--- config.mk ---
export PLATFORM = sky130hd
export DESIGN_NAME = host_mem_loader
export DESIGN_NICKNAME = d
export VERILOG_FILES = /design/src/rtl/host_mem_loader.sv
export SDC_FILE = /design/constraint.sdc
export NUM_CORES = 1
export LEC_CHECK = 0
export CAP_MARGIN = 30
export CORE_ASPECT_RATIO = 0.5
export CORE_MARGIN = 5
export CORE_UTILIZATION = 50
export CTS_CLUSTER_DIAMETER = 40
export DETAILED_ROUTE_END_ITERATION = 16
export PLACE_DENSITY = 0.87
export SLEW_MARGIN = 20
export SYNTH_ARGS = -nofsm -noshare
export SYNTH_HDL_FRONTEND = slang
export SYNTH_SLANG_ARGS = --single-unit
--- constraint.sdc ---
create_clock -name clock -period 4.8 [get_ports clock]
set_input_delay 0.96 -clock clock [delete_from_list [all_inputs] [get_ports clock]]
set_output_delay 0.96 -clock clock [all_outputs]
set_load 0.1 [all_outputs]
--- src/rtl/host_mem_loader.sv ---
// Host-side loader for the multicore top level's external memory port.
// It consumes a 16-bit word stream: a header and the words for the IRAMs,
// a header and the words for the shared DRAM, then a header giving the
// number of DRAM words to read back after the cores have run.
//
// Handshakes: an input word transfers on a rising edge where
// in_valid & in_ready are both high. An output word transfers on a rising
// edge where out_valid & out_ready are both high. out_valid and out_data
// stay stable until that transfer happens.
module host_mem_loader #(
    parameter int ADDR_W      = 9,
    parameter int DATA_W      = 16,
    parameter int READ_LAT    = 2,
    parameter int RUN_TIMEOUT = 4096
) (
    input  logic              clock,
    input  logic              reset,
    input  logic              cmd_go,
    input  logic [DATA_W-1:0] in_data,
    input  logic              in_valid,
    output logic              in_ready,
    output logic [DATA_W-1:0] out_data,
    output logic              out_valid,
    input  logic              out_ready,
    input  logic              cores_done,
    output logic              start,
    output logic              start_2,
    output logic              start_3,
    output logic              start_4,
    output logic [ADDR_W-1:0] addr_ext,
    output logic              iram_write_ext_1,
    output logic              iram_write_ext_2,
    output logic [DATA_W-1:0] Data_in_ins,
    output logic              dram_write_ext,
    output logic [DATA_W-1:0] Data_in_dram,
    output logic              read_en_ext,
    input  logic [DATA_W-1:0] dram_in_1,
    output logic              busy,
    output logic              error,
    output logic [3:0]        dbg_state
);

    typedef enum logic [3:0] {
        IDLE, HDR_I, LOAD_I, HDR_D, LOAD_D, HDR_R,
        GAP_PRE, RUN, GAP_POST, DUMP_RD, DUMP_OUT
    } state_t;

    localparam logic [9:0]  MAX_LEN  = 10'(1 << ADDR_W);
    localparam logic [31:0] RUN_LAST = 32'((RUN_TIMEOUT > 0) ? RUN_TIMEOUT - 1 : 0);
    localparam logic [7:0]  LAT_LAST = 8'(READ_LAT);

    state_t            state, next_state;
    logic [9:0]        count;
    logic              phase_b;      // second cycle of a two-cycle memory write
    logic [DATA_W-1:0] word_q;       // word held for the second write cycle
    logic [1:0]        mask_q;
    logic [9:0]        ilen_q, dlen_q, rlen_q;
    logic [31:0]       run_cnt;
    logic [7:0]        lat_cnt;
    logic              hdr_err, run_timeout;

    logic [9:0] hdr_len;
    logic       len_bad;
    assign hdr_len = in_data[9:0];
    assign len_bad = (hdr_len > MAX_LEN);

    assign busy      = (state != IDLE);
    assign dbg_state = state;

    // State register; asynchronous reset aborts any session at once.
    always_ff @(posedge clock or posedge reset) begin
        if (reset) state <= IDLE;
        else       state <= next_state;
    end

    // Next state and all memory-port outputs, decoded from the current state.
    always_comb begin
        next_state       = state;
        in_ready         = 1'b0;
        start            = 1'b0;
        start_2          = 1'b0;
        start_3          = 1'b0;
        start_4          = 1'b0;
        addr_ext         = '0;
        iram_write_ext_1 = 1'b0;
        iram_write_ext_2 = 1'b0;
        Data_in_ins      = '0;
        dram_write_ext   = 1'b0;
        Data_in_dram     = '0;
        read_en_ext      = 1'b0;
        hdr_err          = 1'b0;
        run_timeout      = 1'b0;
        case (state)
            IDLE: if (cmd_go) next_state = HDR_I;
            HDR_I: begin
                in_ready = 1'b1;
                if (in_valid) begin
                    if (len_bad || (in_data[15:14] == 2'b00 && hdr_len != 10'd0)) begin
                        hdr_err    = 1'b1;
                        next_state = IDLE;
                    end else if (hdr_len == 10'd0) next_state = HDR_D;
                    else                           next_state = LOAD_I;
                end
            end
            LOAD_I: begin
                start_2  = 1'b1;
                addr_ext = count[ADDR_W-1:0];
                if (!phase_b) begin
                    in_ready         = 1'b1;
                    Data_in_ins      = in_data;
                    iram_write_ext_1 = in_valid & mask_q[0];
                    iram_write_ext_2 = in_valid & mask_q[1];
                end else begin
                    Data_in_ins      = word_q;
                    iram_write_ext_1 = mask_q[0];
                    iram_write_ext_2 = mask_q[1];
                    if (count == ilen_q - 10'd1) next_state = HDR_D;
                end
            end
            HDR_D: begin
                in_ready = 1'b1;
                if (in_valid) begin
                    if (len_bad) begin
                        hdr_err    = 1'b1;
                        next_state = IDLE;
                    end else if (hdr_len == 10'd0) next_state = HDR_R;
                    else                           next_state = LOAD_D;
                end
            end
            LOAD_D: begin
                start_3  = 1'b1;
                addr_ext = count[ADDR_W-1:0];
                if (!phase_b) begin
                    in_ready       = 1'b1;
                    Data_in_dram   = in_data;
                    dram_write_ext = in_valid;
                end else begin
                    Data_in_dram   = word_q;
                    dram_write_ext = 1'b1;
                    if (count == dlen_q - 10'd1) next_state = HDR_R;
                end
            end
            HDR_R: begin
                in_ready = 1'b1;
                if (in_valid) begin
                    if (len_bad) begin
                        hdr_err    = 1'b1;
                        next_state = IDLE;
                    end else next_state = GAP_PRE;
                end
            end
            GAP_PRE: next_state = RUN;
            RUN: begin
                start = 1'b1;
                if (cores_done) begin
                    next_state = (rlen_q == 10'd0) ? IDLE : GAP_POST;
                end else if (RUN_TIMEOUT != 0 && run_cnt == RUN_LAST) begin
                    run_timeout = 1'b1;
                    next_state  = IDLE;
                end
            end
            GAP_POST: next_state = DUMP_RD;
            DUMP_RD: begin
                start_4     = 1'b1;
                read_en_ext = 1'b1;
                addr_ext    = count[ADDR_W-1:0];
                if (lat_cnt == LAT_LAST) next_state = DUMP_OUT;
            end
            DUMP_OUT: begin
                start_4  = 1'b1;
                addr_ext = count[ADDR_W-1:0];
                if (out_valid && out_ready)
                    next_state = (count == rlen_q - 10'd1) ? IDLE : DUMP_RD;
            end
            default: next_state = IDLE;
        endcase
    end

    // Counters, captured header fields, held write word, output register, error flag.
    always_ff @(posedge clock or posedge reset) begin
        if (reset) begin
            count     <= '0;
            phase_b   <= 1'b0;
            word_q    <= '0;
            mask_q    <= '0;
            ilen_q    <= '0;
            dlen_q    <= '0;
            rlen_q    <= '0;
            run_cnt   <= '0;
            lat_cnt   <= '0;
            out_data  <= '0;
            out_valid <= 1'b0;
            error     <= 1'b0;
        end else begin
            if (hdr_err || run_timeout) error <= 1'b1;
            case (state)
                IDLE: if (cmd_go) begin
                    error <= 1'b0;
                    count <= '0;
                end
                HDR_I: if (in_valid) begin
                    mask_q <= in_data[15:14];
                    ilen_q <= hdr_len;
                    count  <= '0;
                end
                HDR_D: if (in_valid) begin
                    dlen_q <= hdr_len;
                    count  <= '0;
                end
                HDR_R: if (in_valid) begin
                    rlen_q <= hdr_len;
                    count  <= '0;
                end
                LOAD_I, LOAD_D: begin
                    if (!phase_b) begin
                        if (in_valid) begin
                            word_q  <= in_data;
                            phase_b <= 1'b1;
                        end
                    end else begin
                        phase_b <= 1'b0;
                        count   <= count + 10'd1;
                    end
                end
                GAP_PRE:  run_cnt <= '0;
                RUN:      run_cnt <= run_cnt + 32'd1;
                GAP_POST: lat_cnt <= '0;
                DUMP_RD: begin
                    lat_cnt <= lat_cnt + 8'd1;
                    if (lat_cnt == LAT_LAST) begin
                        out_data  <= dram_in_1;
                        out_valid <= 1'b1;
                    end
                end
                DUMP_OUT: if (out_ready) begin
                    out_valid <= 1'b0;
                    count     <= count + 10'd1;
                    lat_cnt   <= '0;
                end
                default: ;
            endcase
        end
    end

endmodule

==> summary.md <==
| Metric | Value |
|---|---|
| Status | `completed` |
| Top_reg_cell synth | `dfrtp_1` |
| Final Hold Fails | `0` |
| Routed wire length | `19,200 um` |
| Peak supply drop | `0.171 mV` |
| TritonCTS Buffers | `17` |
| Max Fanout on Critical Path | `19` |
| Placed Cells | `1,010` |
| Share of layout cells above drive strength 1 | `19.1%` |
| Area growth syn-to-layout | `25.8%` |
| Die extent in y | `93.3 um` |
| Max Buffers Root-to-Sink | `2` |
| Pwr per Cell Area | `289 mW/mm2` |
| CP Data Required Time | `3840 ps` |
| CTS H-tree lvls | `4` |
| Register area share after synthesis | `43.6%` |
| Crit path buffers/inverters | `2` |
| DRC | `0` |
| Core ar. | `~0.014 mm2` |
| Clk sink count | `121` |
| Gr ovfl total | `0` |
| Final Cycle Share | `79.0%` |
| Design area | `between 0.008 and 0.009 mm2` |
| Critical Path End Type | `output port` |
| Gp weighted congestion | `0.921` |
| N_diodes | `0` |
| Initial DRC count | `601` |
| # setup viols final | `0` |
| Post-Place Cell Area | `between 0.008 and 0.009 mm2` |
| Site row count | `30` |
| Final HPWL DP | `12,800 um` |
| First-pass GRT wire length | `31,000 um` |
| Die Area | `0.0165 mm2` |
| Post-Layout Cell Count | `1,046` |
| Slew Limit Fails | `0` |
| Post-synth ARST share | `100%` |
| CTS tree | `built` |
| Post-synthesis register bit count | `121` |
| Actual slew at the worst max-slew pin | `approximately 1000 ps` |
| MaxCap Viol Count | `0` |
| Worst Skew | `8.52 ps` |
| Hold Path Class | `reg -> reg` |
| Num ports | `111` |
| Slowest cell on the critical path | `nand3_1` |
| IO Port Bufs | `110` |
| Post-synthesis instance total | `approximately 740` |
| Pleak | `4.01 nW` |
| Avg WL per Cell | `18.4 um` |
| Worst-skew pair later-pin latency | `420 ps` |
| Yosys warns | `0` |
| Clk slew on worst S/H paths | `60 ps` |
| Setup_tns | `0 ps` |
| Yosys cell types | `60` |
| Postcts setup bufs | `0` |
| Cell Chain, Critical Path | `inv_1, nand3_1, nor2_1, buf_4` |
| Largest delay share family, worst path | `simple AND/OR/NAND/NOR gates` |
| Post-cts gate resize count | `0` |
| RSZ-0062 raised after global routing | `false` |
| Vias after detailed routing | `around 6,200` |
| GRT Overall Usage | `23.3%` |
| Drt first pass iters | `6` |
| Remaining antenna violation count after routing | `0` |
| Vias per inst | `~6` |
| Clk root buf | `clkbuf_16` |
| Synth Cell Area | `0.00695 mm2` |
| Initial antenna violation count | `0` |
| Crit path kind | `reg -> out` |
| Largest net degree at the start of global routing | `between 60 and 70` |
| Nets | `886` |
| Syn Area/Cell | `9.36 um2` |
| Worst Path Arrival | `2830 ps` |
| Post-layout minimum cycle time | `3790 ps` |
| CTS Hold Bufs | `0` |
| Rel. slew slack | `32.9%` |
| Highest clock rate | `approximately 260 MHz` |
| Vias in the first global route | `between 6,000 and 7,000` |
| Post-synth EDFFs | `0` |
| Die width | `177 um` |
| Crit start category | `flip-flop` |
| Synth Net Count | `787` |
| Worst path max stage delay | `roughly 700 ps` |
| Initial core utilization | `51.1%` |
==> synth_stat cells, types with 5 or more instances <==
cell type  number  area (um2)
or2_2           5        31.3
mux2i_1        20         200
and3_1         14        87.6
o31ai_1        15         113
a21oi_1        15        75.1
and2_1          8        50.1
dfrtp_1       121        3030
a31oi_1         6        37.5
clkbuf_1       33         124
xor2_1         21         184
nand2_1        70         263
ha_1            7        87.6
nor3_1         12        60.1
xnor2_1        28         245
or3_1           6        37.5
mux2_2         59         664
nand2b_1        7        43.8
inv_1          21        78.8
o21ai_0        56         280
a21o_1          8        60.1
nand4_1        12        75.1
nand3_1        32         160
nor4_1         10        62.6
nor2_1         85         319
nor2b_1        13        81.3
==> through the flow <==
step	total power [W]	hold WS [ps]	util, %	setup slack [ps]
final	0.00253	489	64.3	1010
after global routing	0.00259	515	64.3	810
after CTS	0.00254	491	63.9	1020
after detailed placement	0.00119	477	59.4	1470
after global placement	0.00119	474	59.4	1530
after floorplan	0.00112	446	-	244
==> cell type report <==
| class | instances | area [um2] |
|---|---|---|
| repair buffers | 118 | 1070 |
| inverters | 22 | 85.1 |
| fillers | 1028 | 4850 |
| multi-input cells | 561 | 3690 |
| flip-flops and latches | 121 | 3030 |
| well taps | 192 | 240 |
| clock buffers | 18 | 439 |
| clock inverters | 14 | 181 |
==> placed cells by master, fill, tap and decap left out, types with 2 or more instances in the layout <==
cell type        count
nand2_1             70
xnor2_1             28
a31oi_1              6
or3_1                6
bufinv_16            3
a41oi_1              4
nand3_1             32
ha_1                 7
and3_1              14
clkbuf_16           17
nor3_1              12
and4_1               2
o21ai_0             56
o21ba_2              2
o311ai_0             2
a221oi_1             3
buf_4               53
o31ai_1             15
nand2b_1             7
nand3b_1             4
nand4b_1             3
mux2i_1             20
o211ai_1             4
or2_2                5
clkdlybuf4s50_1     61
nor4_1              10
inv_1               20
inv_6                8
o21a_1               2
a21oi_1             15
mux2_2              59
dfrtp_1            121
a21o_1               8
nor2_1              85
nand4_1             12
and2_1               8
xor2_1              21
nor2b_1             13
or4_1                4
==> registers in the layout, indices dropped and copies added (netlist names), 2 cells and up <==
name	flops
out_data	16
mask_q	2
rlen_q	10
word_q	16
dbg_state	4
count	10
lat_cnt	8
dlen_q	10
run_cnt	32
ilen_q	10
==> metal layers <==
| metal | up-vias | global-route usage, % | routed length (um) |
|---|---|---|---|
| met5 | - | 0 | 0 |
| met4 | 0 | 9.59 | 481 |
| met3 | 53 | 4.85 | 1120 |
| met2 | 254 | 39.5 | 9550 |
| met1 | 3044 | 29.4 | 8050 |
| li1 | 2828 | - | - |
==> cells by family (layout without fill, tap and decap cells) <==
kind of cell / after synthesis / count (layout) / share of synthesized area, %
AND/OR/NAND/NOR: 294 / 294 / 20.8
AO/OA/AOI/OAI: 130 / 130 / 12.1
flip-flops: 121 / 121 / 43.6
multiplexers: 80 / 80 / 12.7
buffers and inverters: 60 / 172 / 3.26
XOR/XNOR: 49 / 49 / 6.18
adder cells (fa/ha/maj): 8 / 8 / 1.41
==> worst paths after layout <==
kind                       slack (ps)         endpoint  cells after the start    startpoint
setup / recovery                 1010  Data_in_dram[8]                      4  dbg_state[0]
hold / removal                    490      run_cnt[10]                      1   run_cnt[10]
setup reg to reg                 1890     dbg_state[1]                      7     ilen_q[0]
hold reg to reg                   490      run_cnt[10]                      1   run_cnt[10]
max in group asynchronous        2940      run_cnt[17]                      3         reset
min in group asynchronous        1070       word_q[15]                      2         reset
==> where the power goes <==
| part | switching [W] | internal [W] | total, W |
|---|---|---|---|
| Clock | 0.000513 | 0.000844 | 0.00136 |
| Combinational | 0.0000931 | 0.0000460 | 0.000139 |
| Sequential | 0.00000320 | 0.00103 | 0.00103 |
No activity file was read; power rests on OpenSTA's default activity.
